## src/rtl/ram_accum_pkg.sv

```systemverilog
// Shared types and sizing for the scatter-accumulate controller and its output FIFO.
// DEPTH/WIDTH must track the attached ram_2r1w instance.
package ram_accum_pkg;

    localparam int DEPTH    = 32;
    localparam int WIDTH    = 32;
    localparam int ADDR_LEN = $clog2(DEPTH);

    typedef enum logic {
        ACCUM = 1'b0,
        DRAIN = 1'b1
    } state_e;

    typedef struct packed {
        logic [ADDR_LEN-1:0] addr;
        logic [WIDTH-1:0]    data;
    } drain_ent_t;

endpackage

```

## src/rtl/ram_accum_ofifo.sv

```systemverilog
// 2-entry valid/ready FIFO of drained entries; registered head, pop visible next cycle.
// No push-side ready: the producer only issues reads when a slot is guaranteed free.
module ram_accum_ofifo
    import ram_accum_pkg::*;
(
    input  logic       clk,
    input  logic       rst_n,
    input  logic       push_vld_i,
    input  drain_ent_t push_dat_i,
    output logic       pop_vld_o,
    output drain_ent_t pop_dat_o,
    input  logic       pop_rdy_i,
    output logic [1:0] count_o
);

    drain_ent_t mem_q [2];
    logic       wr_ptr_q;
    logic       rd_ptr_q;
    logic [1:0] cnt_q;
    logic [1:0] cnt_d;
    logic       pop;

    assign pop_vld_o = (cnt_q != 2'd0);
    assign pop_dat_o = mem_q[rd_ptr_q];
    assign count_o   = cnt_q;
    assign pop       = pop_vld_o && pop_rdy_i;
    assign cnt_d     = cnt_q + {1'b0, push_vld_i} - {1'b0, pop};

    always_ff @(posedge clk) begin
        if (!rst_n) begin
            mem_q[0] <= '0;
            mem_q[1] <= '0;
            wr_ptr_q <= 1'b0;
            rd_ptr_q <= 1'b0;
            cnt_q    <= 2'd0;
        end else begin
            if (push_vld_i) begin
                mem_q[wr_ptr_q] <= push_dat_i;
                wr_ptr_q        <= ~wr_ptr_q;
            end
            if (pop) begin
                rd_ptr_q <= ~rd_ptr_q;
            end
            cnt_q <= cnt_d;
        end
    end

endmodule

```

## src/rtl/ram_accum_ctrl.sv

```systemverilog
// Scatter-accumulate controller for ram_2r1w: 1 update/cycle read-add-write, then drain-and-clear.
// Update write lands 1 cycle after accept; drain output stalls on out_ready with a 2-deep buffer.
module ram_accum_ctrl
    import ram_accum_pkg::*;
(
    input  logic                clk,
    input  logic                rst_n,
    input  logic                in_valid,
    output logic                in_ready,
    input  logic [ADDR_LEN-1:0] in_addr,
    input  logic [WIDTH-1:0]    in_data,
    input  logic                drain_start,
    output logic                busy,
    output logic                out_valid,
    input  logic                out_ready,
    output logic [ADDR_LEN-1:0] out_addr,
    output logic [WIDTH-1:0]    out_data,
    output logic                drain_done,
    output logic                ram_rd_valid,
    output logic [ADDR_LEN-1:0] ram_rd_addr,
    input  logic [WIDTH-1:0]    ram_rd_data,
    input  logic                ram_rd_dvalid,
    output logic                ram_wr_valid,
    output logic [ADDR_LEN-1:0] ram_wr_addr,
    output logic [WIDTH-1:0]    ram_wr_data
);

    localparam int RP_W = ADDR_LEN + 1;

    state_e              state_q;
    logic                s1_vld_q;
    logic [ADDR_LEN-1:0] s1_addr_q;
    logic [WIDTH-1:0]    s1_data_q;
    logic                byp_vld_q;
    logic [WIDTH-1:0]    byp_data_q;
    logic [RP_W-1:0]     rp_q;
    logic                infl_q;
    logic [ADDR_LEN-1:0] infl_addr_q;

    logic                in_drain;
    logic                accept;
    logic                rd_issue;
    logic                pop;
    logic [WIDTH-1:0]    base;
    logic [WIDTH-1:0]    sum;
    logic [1:0]          fifo_cnt;
    logic [1:0]          occ;
    drain_ent_t          push_dat;
    drain_ent_t          head;

    assign in_drain = (state_q == DRAIN);
    assign in_ready = !in_drain && !drain_start;
    assign accept   = in_valid && in_ready;
    assign busy     = in_drain;

    // The RAM read for the previous accept misses a write issued in the same cycle; bypass covers that.
    assign base = byp_vld_q ? byp_data_q : ram_rd_data;
    assign sum  = base + s1_data_q;

    // Occupancy after this cycle's pop keeps the drain at one entry per cycle with out_ready high.
    assign pop      = out_valid && out_ready;
    assign occ      = fifo_cnt - {1'b0, pop};
    assign rd_issue = in_drain && (rp_q < RP_W'(DEPTH)) && ((occ + {1'b0, infl_q}) < 2'd2);

    assign ram_rd_valid = accept || rd_issue;
    assign ram_rd_addr  = accept ? in_addr : rp_q[ADDR_LEN-1:0];
    assign ram_wr_valid = s1_vld_q || rd_issue;
    assign ram_wr_addr  = s1_vld_q ? s1_addr_q : rp_q[ADDR_LEN-1:0];
    assign ram_wr_data  = s1_vld_q ? sum : '0;

    assign push_dat   = '{addr: infl_addr_q, data: ram_rd_data};
    assign out_addr   = head.addr;
    assign out_data   = head.data;
    assign drain_done = in_drain && pop && (out_addr == ADDR_LEN'(DEPTH - 1));

    ram_accum_ofifo u_ofifo (
        .clk        (clk),
        .rst_n      (rst_n),
        .push_vld_i (infl_q && ram_rd_dvalid),
        .push_dat_i (push_dat),
        .pop_vld_o  (out_valid),
        .pop_dat_o  (head),
        .pop_rdy_i  (out_ready),
        .count_o    (fifo_cnt)
    );

    always_ff @(posedge clk) begin
        if (!rst_n) begin
            state_q     <= ACCUM;
            s1_vld_q    <= 1'b0;
            s1_addr_q   <= '0;
            s1_data_q   <= '0;
            byp_vld_q   <= 1'b0;
            byp_data_q  <= '0;
            rp_q        <= '0;
            infl_q      <= 1'b0;
            infl_addr_q <= '0;
        end else begin
            s1_vld_q  <= accept;
            byp_vld_q <= accept && s1_vld_q && (in_addr == s1_addr_q);
            if (accept) begin
                s1_addr_q <= in_addr;
                s1_data_q <= in_data;
            end
            if (accept && s1_vld_q && (in_addr == s1_addr_q)) begin
                byp_data_q <= sum;
            end
            infl_q <= rd_issue;
            if (rd_issue) begin
                infl_addr_q <= rp_q[ADDR_LEN-1:0];
            end
            case (state_q)
                ACCUM: begin
                    if (drain_start) begin
                        state_q <= DRAIN;
                        rp_q    <= '0;
                    end
                end
                DRAIN: begin
                    if (rd_issue) begin
                        rp_q <= rp_q + 1'b1;
                    end
                    if (drain_done) begin
                        state_q <= ACCUM;
                    end
                end
                default: state_q <= ACCUM;
            endcase
        end
    end

endmodule

```

## config.mk

```make
export PLATFORM = sky130hd
export DESIGN_NAME = ram_accum_ctrl
export DESIGN_NICKNAME = d
export VERILOG_FILES = /design/src/rtl/ram_accum_pkg.sv /design/src/rtl/ram_accum_ofifo.sv /design/src/rtl/ram_accum_ctrl.sv
export SDC_FILE = /design/constraint.sdc
export NUM_CORES = 1
export LEC_CHECK = 0
export BUFFER_PORTS_ARGS = -buffer_cell sky130_fd_sc_hd__buf_2
export CAP_MARGIN = 40
export CORE_UTILIZATION = 61
export CTS_CLUSTER_DIAMETER = 30
export DETAILED_ROUTE_END_ITERATION = 10
export PLACE_DENSITY = 0.86
export SETUP_SLACK_MARGIN = 0.2
export SLEW_MARGIN = 20
export SYNTH_ARGS = -nofsm -noshare
export SYNTH_HDL_FRONTEND = slang
export SYNTH_HIERARCHICAL = 1
export SYNTH_SLANG_ARGS = --single-unit
```

## constraint.sdc

```tcl
create_clock -name clk -period 11.81 [get_ports clk]
set_input_delay 1.7715 -clock clk [delete_from_list [all_inputs] [get_ports clk]]
set_output_delay 1.7715 -clock clk [all_outputs]
set_load 0.03 [all_outputs]
```

Word level (Yosys, flattened, before mapping). Memories as Yosys holds them, arrays and structs flattened. A register that Yosys moved wholly into a read port is not among the register bits. Cells that the tools add are included.

Word-level logic and storage cells: 64. Latch bits: 0. Flip-flop bits (word level): 88. Bits in writable memories: 74. Bits of input ports: 75. Memories kept: 1. Memory bits (read-only): 0.

Bitwise logic cells: 3. Add/subtract/negate cells: 6. Order comparisons: 2. Shift operators: 0. Muxes and demuxes: 19. $mul: 0. Equality and inequality tests: 4. Reduce and logical (&&, ||, !) cells: 17. Div/mod/pow operators: 0.

Memories: u_ofifo.mem_q (words 2, bits a word 37, rd ports 1, clocked after memory_dff 1, write ports 2, line ram_accum_ofifo.sv:16) `drain_ent_t mem_q [2];`.

Operators with widths (count): 32-bit 2-to-1 mux (2); 37-bit 2-to-1 mux (1); 37-bit OR reduction (1); 32-bit adder (1); 6-bit 2-to-1 mux (2); 6-bit one-hot mux with 2 select lines (1); 1-bit logical AND (10); 1-bit 2-to-1 mux (10); 5-bit 2-to-1 mux (2); 6-bit by 1-bit adder with 6-bit output, second input constant (1); 6-bit less-than comparator, second input constant (1); 5-bit == test (1); 5-bit == test, second input constant (1); 2-bit by 1-bit adder with 2-bit output (2); 2-bit by 1-bit subtractor with 2-bit output (2); 1-bit inverter (3); 1-bit logical NOT (2); 1-bit logical OR (2); 2-bit less-than comparator, second input constant (1); 2-bit by 1-bit inequality test with 1-bit output, second input constant (1); 2-bit inequality test, second input constant (1); 1-bit one-hot mux with 2 select lines (1); 2-bit AND reduction (1); 2-bit nonzero test (1).

Logic depth before layout (Yosys ltp).
Depth after elaboration: 8. Mapped depth: 12. Gate-level depth less buffers: 10.

By module. The synthesis kept the hierarchy.

By module, submodules not included: ram_accum_ctrl (area an instance 5564.1 um^2, sequential area each 1681.6 um^2, times used 1, cells each 711); ram_accum_ofifo (area an instance 3555.9 um^2, sequential area each 2322.2 um^2, times used 1, cells each 263).

Least setup slack after synthesis. OpenSTA, ideal clock, no wires.

Kind: input port to output port. Start point: in ram_rd_data[20]. End point: out ram_wr_data[31]. Path slack: 5.515 ns. Required time: 10.038 ns. Stages: 10. Data arrival time: 4.523 ns. Cell sequence: mux2_2 ha_1 buf_2 a21oi_2 o21ai_1 a221o_1 a2111o_1 o211ai_1 a31oi_1 nor3b_1.

Word-level cells in the longest chain between the ends: 3.

RTL lines: start, declared (line ram_accum_ctrl.sv:21) `input logic [WIDTH-1:0] ram_rd_data,`; 32-bit 2-to-1 mux (line ram_accum_ctrl.sv:57) `assign base = byp_vld_q ? byp_data_q : ram_rd_data;`; 32-bit adder (line ram_accum_ctrl.sv:58) `assign sum = base + s1_data_q;`; 32-bit 2-to-1 mux (line ram_accum_ctrl.sv:69) `assign ram_wr_data = s1_vld_q ? sum : '0;`; end, declared (line ram_accum_ctrl.sv:25) `output logic [WIDTH-1:0] ram_wr_data`.

Every way passes these cells.

Worst setup path after layout.
Start point: in ram_rd_data[8]. End point: out ram_wr_data[31].

The elaborated chain is that of the path after synthesis.

==> flow_summary_export.csv <==
group,metric,value,unit
logic_synthesis,yosysTopAreaCell,"edfxtp_1",
place,numPortBuffers,159,
logic_synthesis,netlist.area_leader.share,24.37,%
die,core,14530,um^2
detailed_routing,dr.pass1.iters,5,
die,row_count,44,
timing,max_freq,148.9,MHz
worst_setup_path,r2r-end,"byp_data_q[31]",
worst_setup_path,cp-endpoint,"ram_wr_data[31]",
global_routing,grt_pass1_vias,7349,
timing,setup-violations-final,0,
worst_setup_path,rr_worst_depth,10,
cts,postCtsSetupBuffers,0,
power_and_ir_drop,leakage,4.477,nW
worst_setup_path,crit_chain,"buf_2 > mux2_2 > ha_1 > nand3_1 > nor3_1 > o21ai_0 > a211oi_1 > o2111ai_1 > nand4_1 > nor3b_1 > buf_2",
detailed_routing,first_iter_violations,781,
detailed_routing,wl_per_cell,17.62,um
timing,drv_slew,0,
worst_setup_path,cp_slowest_cell,"a211oi_1",
detailed_routing,viasPerCell,5.981,
timing,timing.clock.skew,0.006725,ns
timing,rsz0062_at_grt,"false",
logic_synthesis,ys_types,73,
worst_setup_path,critPathLaunchType,"input pin",
timing,fin_crit_sh,56.85,%
cts,cts_buffer_depth,2,
power_and_ir_drop,swShare,30.90,%
logic_synthesis,synthesis.nets,1085,
detailed_routing,routed_wl,23.03,mm
worst_setup_path,reg2reg_slack,7.98,ns
cts,cts_resized,0,
run_status,status,"complete, no violations",
logic_synthesis,synth_seq_cells,163,
layout,fillers,1121,
layout,final_layout_size_suffix_gt1_share,26.45,%
timing,fin_tns_setup,0,ns
worst_setup_path,crit_path_max_incr_delay,0.55,ns
cts,tritoncts,"done",
die,die_x,124.3,um
layout,syn2layout_area_growth,15.97,%
logic_synthesis,synth_cells,974,
timing,finalHoldViolCount,0,
cts,clk_latency,0.44,ns
cts,ctsHoldBuffers,0,
worst_setup_path,cp-end-kind,"primary output",
die,pin_count,160,
place,dp_hpwl,16.02,mm
logic_synthesis,synthFlopType,"dfxtp_1",
cts,path_clk_slew,0.06,ns
power_and_ir_drop,pwr-share-comb,24.7,%
logic_synthesis,syn_area_per_cell,9.363,um^2
worst_setup_path,required,10.04,ns
worst_setup_path,worstSetupPathType,"input pin to primary output",
power_and_ir_drop,ir_drop,69.43,uV
power_and_ir_drop,power_frac_seq,39.9,%
worst_setup_path,cpMostUsedCell,"buf_2",
detailed_routing,num_vias,7817,
cts,cts.sink_count,163,
worst_setup_path,cp.arrival,4.94,ns
power_and_ir_drop,pwr_density_cell,153.7,nW/um^2
min_path,worstHoldPathType,"flop to flop",
logic_synthesis,syn_area,9120,um^2
die,die_area,15440,um^2
cts,htreeDepth,4,
timing,post-route-min-period,6.714,ns
power_and_ir_drop,intPower,1.123,mW
layout,stdcell_count,1307,
timing,layout_setup_ws,5.096,ns
worst_setup_path,crit_start,"ram_rd_data[8]",
logic_synthesis,ys_seq_area_share,43.90,%
timing,relSlewSlack,50.00,%
global_routing,grt_pass1_wl,37.14,mm
logic_synthesis,yosys-top-cells-area,"edfxtp_1, dfxtp_1, nand2_1, mux2_2, mux2_4",
cts,root_buffer,"clkbuf_16",
place,dp.cells,1271,
worst_setup_path,r2r_start,"byp_vld_q",
die,die_h,124.3,um
place,place_ws,5.252,ns
logic_synthesis,synthArstFlopShare,0,%
layout,fin_nets,1217,
die,initial_core_util,62.75,%
detailed_routing,drc,0,
place,finalWeightedCongestion,0.9983,
global_routing,gr-total-overflow,0,
global_routing,antenna_found_initial,4,
power_and_ir_drop,p_switching,0.5022,mW
logic_synthesis,synth.most_common_cell,"nand2_1",
timing,worstMarginPinSlew,0.7481,ns
logic_synthesis,synthTopCellsByCount,"nand2_1, nor2_1, dfxtp_1, a21oi_1, edfxtp_1",
layout,post-route-util,72.77,%
cts,cts_buffers,17,
detailed_routing,ant_nets,0,
worst_setup_path,worstPathMaxFanout,10,
global_routing,grt_max_degree,68,
global_routing,grt.total_usage,30.29,%
flow_run,cap_violations,0,
logic_synthesis,yosysWarningCount,6,
power_and_ir_drop,clkPwrFrac,35.5,%
logic_synthesis,synth-edff-count,74,
==> state kept, by name, indices dropped and copies added (netlist names), 2 cells and up, named ones only <==
register	count
rp_q	6
infl_addr_q	5
byp_data_q	32
s1_addr_q	5
u_ofifo/mem_q	74
u_ofifo/count_o	2
s1_data_q	32
==> cell usage in the layout (no fill, tap or decap), types with 9 or more instances in the layout <==
cell type and count:
xnor2_1 15, o21a_1 9, ha_1 35, nand3_1 17
a21oi_1 84, xor2_1 14, edfxtp_1 74, clkbuf_16 18
buf_2 159, inv_1 17, mux2_2 43, nor3_1 22
nand4_1 12, nor2_1 110, dfxtp_1 88, buf_4 12
o21ai_0 17, and2_1 24, nand2_1 175, mux2_4 30
==> power groups by stage <==
stage,Sequential [mW],Clock (mW),Combinational [mW]
after CTS,0.648,0.580,0.400
after detailed placement,0.660,0,0.397
final,0.648,0.577,0.401
after floorplan,0.646,0,0.319
after global placement,0.670,0,0.377
after global routing,0.652,0.602,0.428
==> metal layers <==
| layer | routed length, um | part of all wire, % | vias up | track usage (%) |
|---|---|---|---|---|
| met2 | 10200 | 44 | 382 | 45.43 |
| met3 | 1975 | 8.6 | 63 | 6.186 |
| li1 | - | - | 3717 | - |
| met1 | 9984 | 43 | 3655 | 41.47 |
| met4 | 860 | 3.7 | 0 | 15.52 |
| met5 | 0 | 0 | - | 0 |
==> logic make-up (layout without fill, tap and decap cells) <==
group | count (synthesis) | count (layout) | share of synthesized area, %
and+or+nand+nor | 402 | 402 | 19.58
AOI/OAI and AO/OA | 184 | 184 | 13.17
DFF | 163 | 163 | 43.90
muxes | 81 | 81 | 11.13
buffers and inverters | 78 | 223 | 4.171
adders and majority gates | 36 | 36 | 5.021
xor gates and xnor gates | 30 | 30 | 3.032
other | 0 | 4 | 0
==> critical path, delay by kind of cell <==
kind | cells | cell delay [ns]
adders and majority gates | 1 | 0.46
AOI/OAI and AO/OA | 3 | 1.13
buffers and inverters | 2 | 0.38
muxes | 1 | 0.26
and+or+nand+nor | 4 | 0.95
==> final cells by class <==
cell class                 count  area (um^2)  area share, %
clock buffer                  20        478.0          4.519
clock inverter                12        140.1          1.325
antenna                        4        10.01        0.09464
multi-input combinational    733         4736          44.78
timing repair buffer         172        905.9          8.565
inverter                      19        71.32         0.6743
tap                          184        230.2          2.177
sequential                   163         4005          37.87
==> stage by stage <==
step                cell area [um^2]  hold WS (ns)  power, mW
detailed placement              9948        0.4391      1.057
global placement                9928        0.4362      1.047
floorplan                       9120        0.4194     0.9648
CTS                            10570        0.4498      1.628
finish                         10580        0.4496      1.625
global route                   10580        0.4735      1.683
==> how the worst min path moves through the flow <==
stage | startpoint | to | slack [ns] | cells after the start
final | byp_data_q[12] | byp_data_q[12] | 0.45 | 2
after detailed placement | byp_data_q[12] | byp_data_q[12] | 0.44 | 2
after CTS | byp_data_q[12] | byp_data_q[12] | 0.45 | 2
after global placement | byp_data_q[12] | byp_data_q[12] | 0.44 | 2
after floorplan | byp_data_q[27] | byp_data_q[27] | 0.42 | 2
after global routing | byp_data_q[14] | byp_data_q[14] | 0.47 | 2
Power figures use the tool's default switching activity.
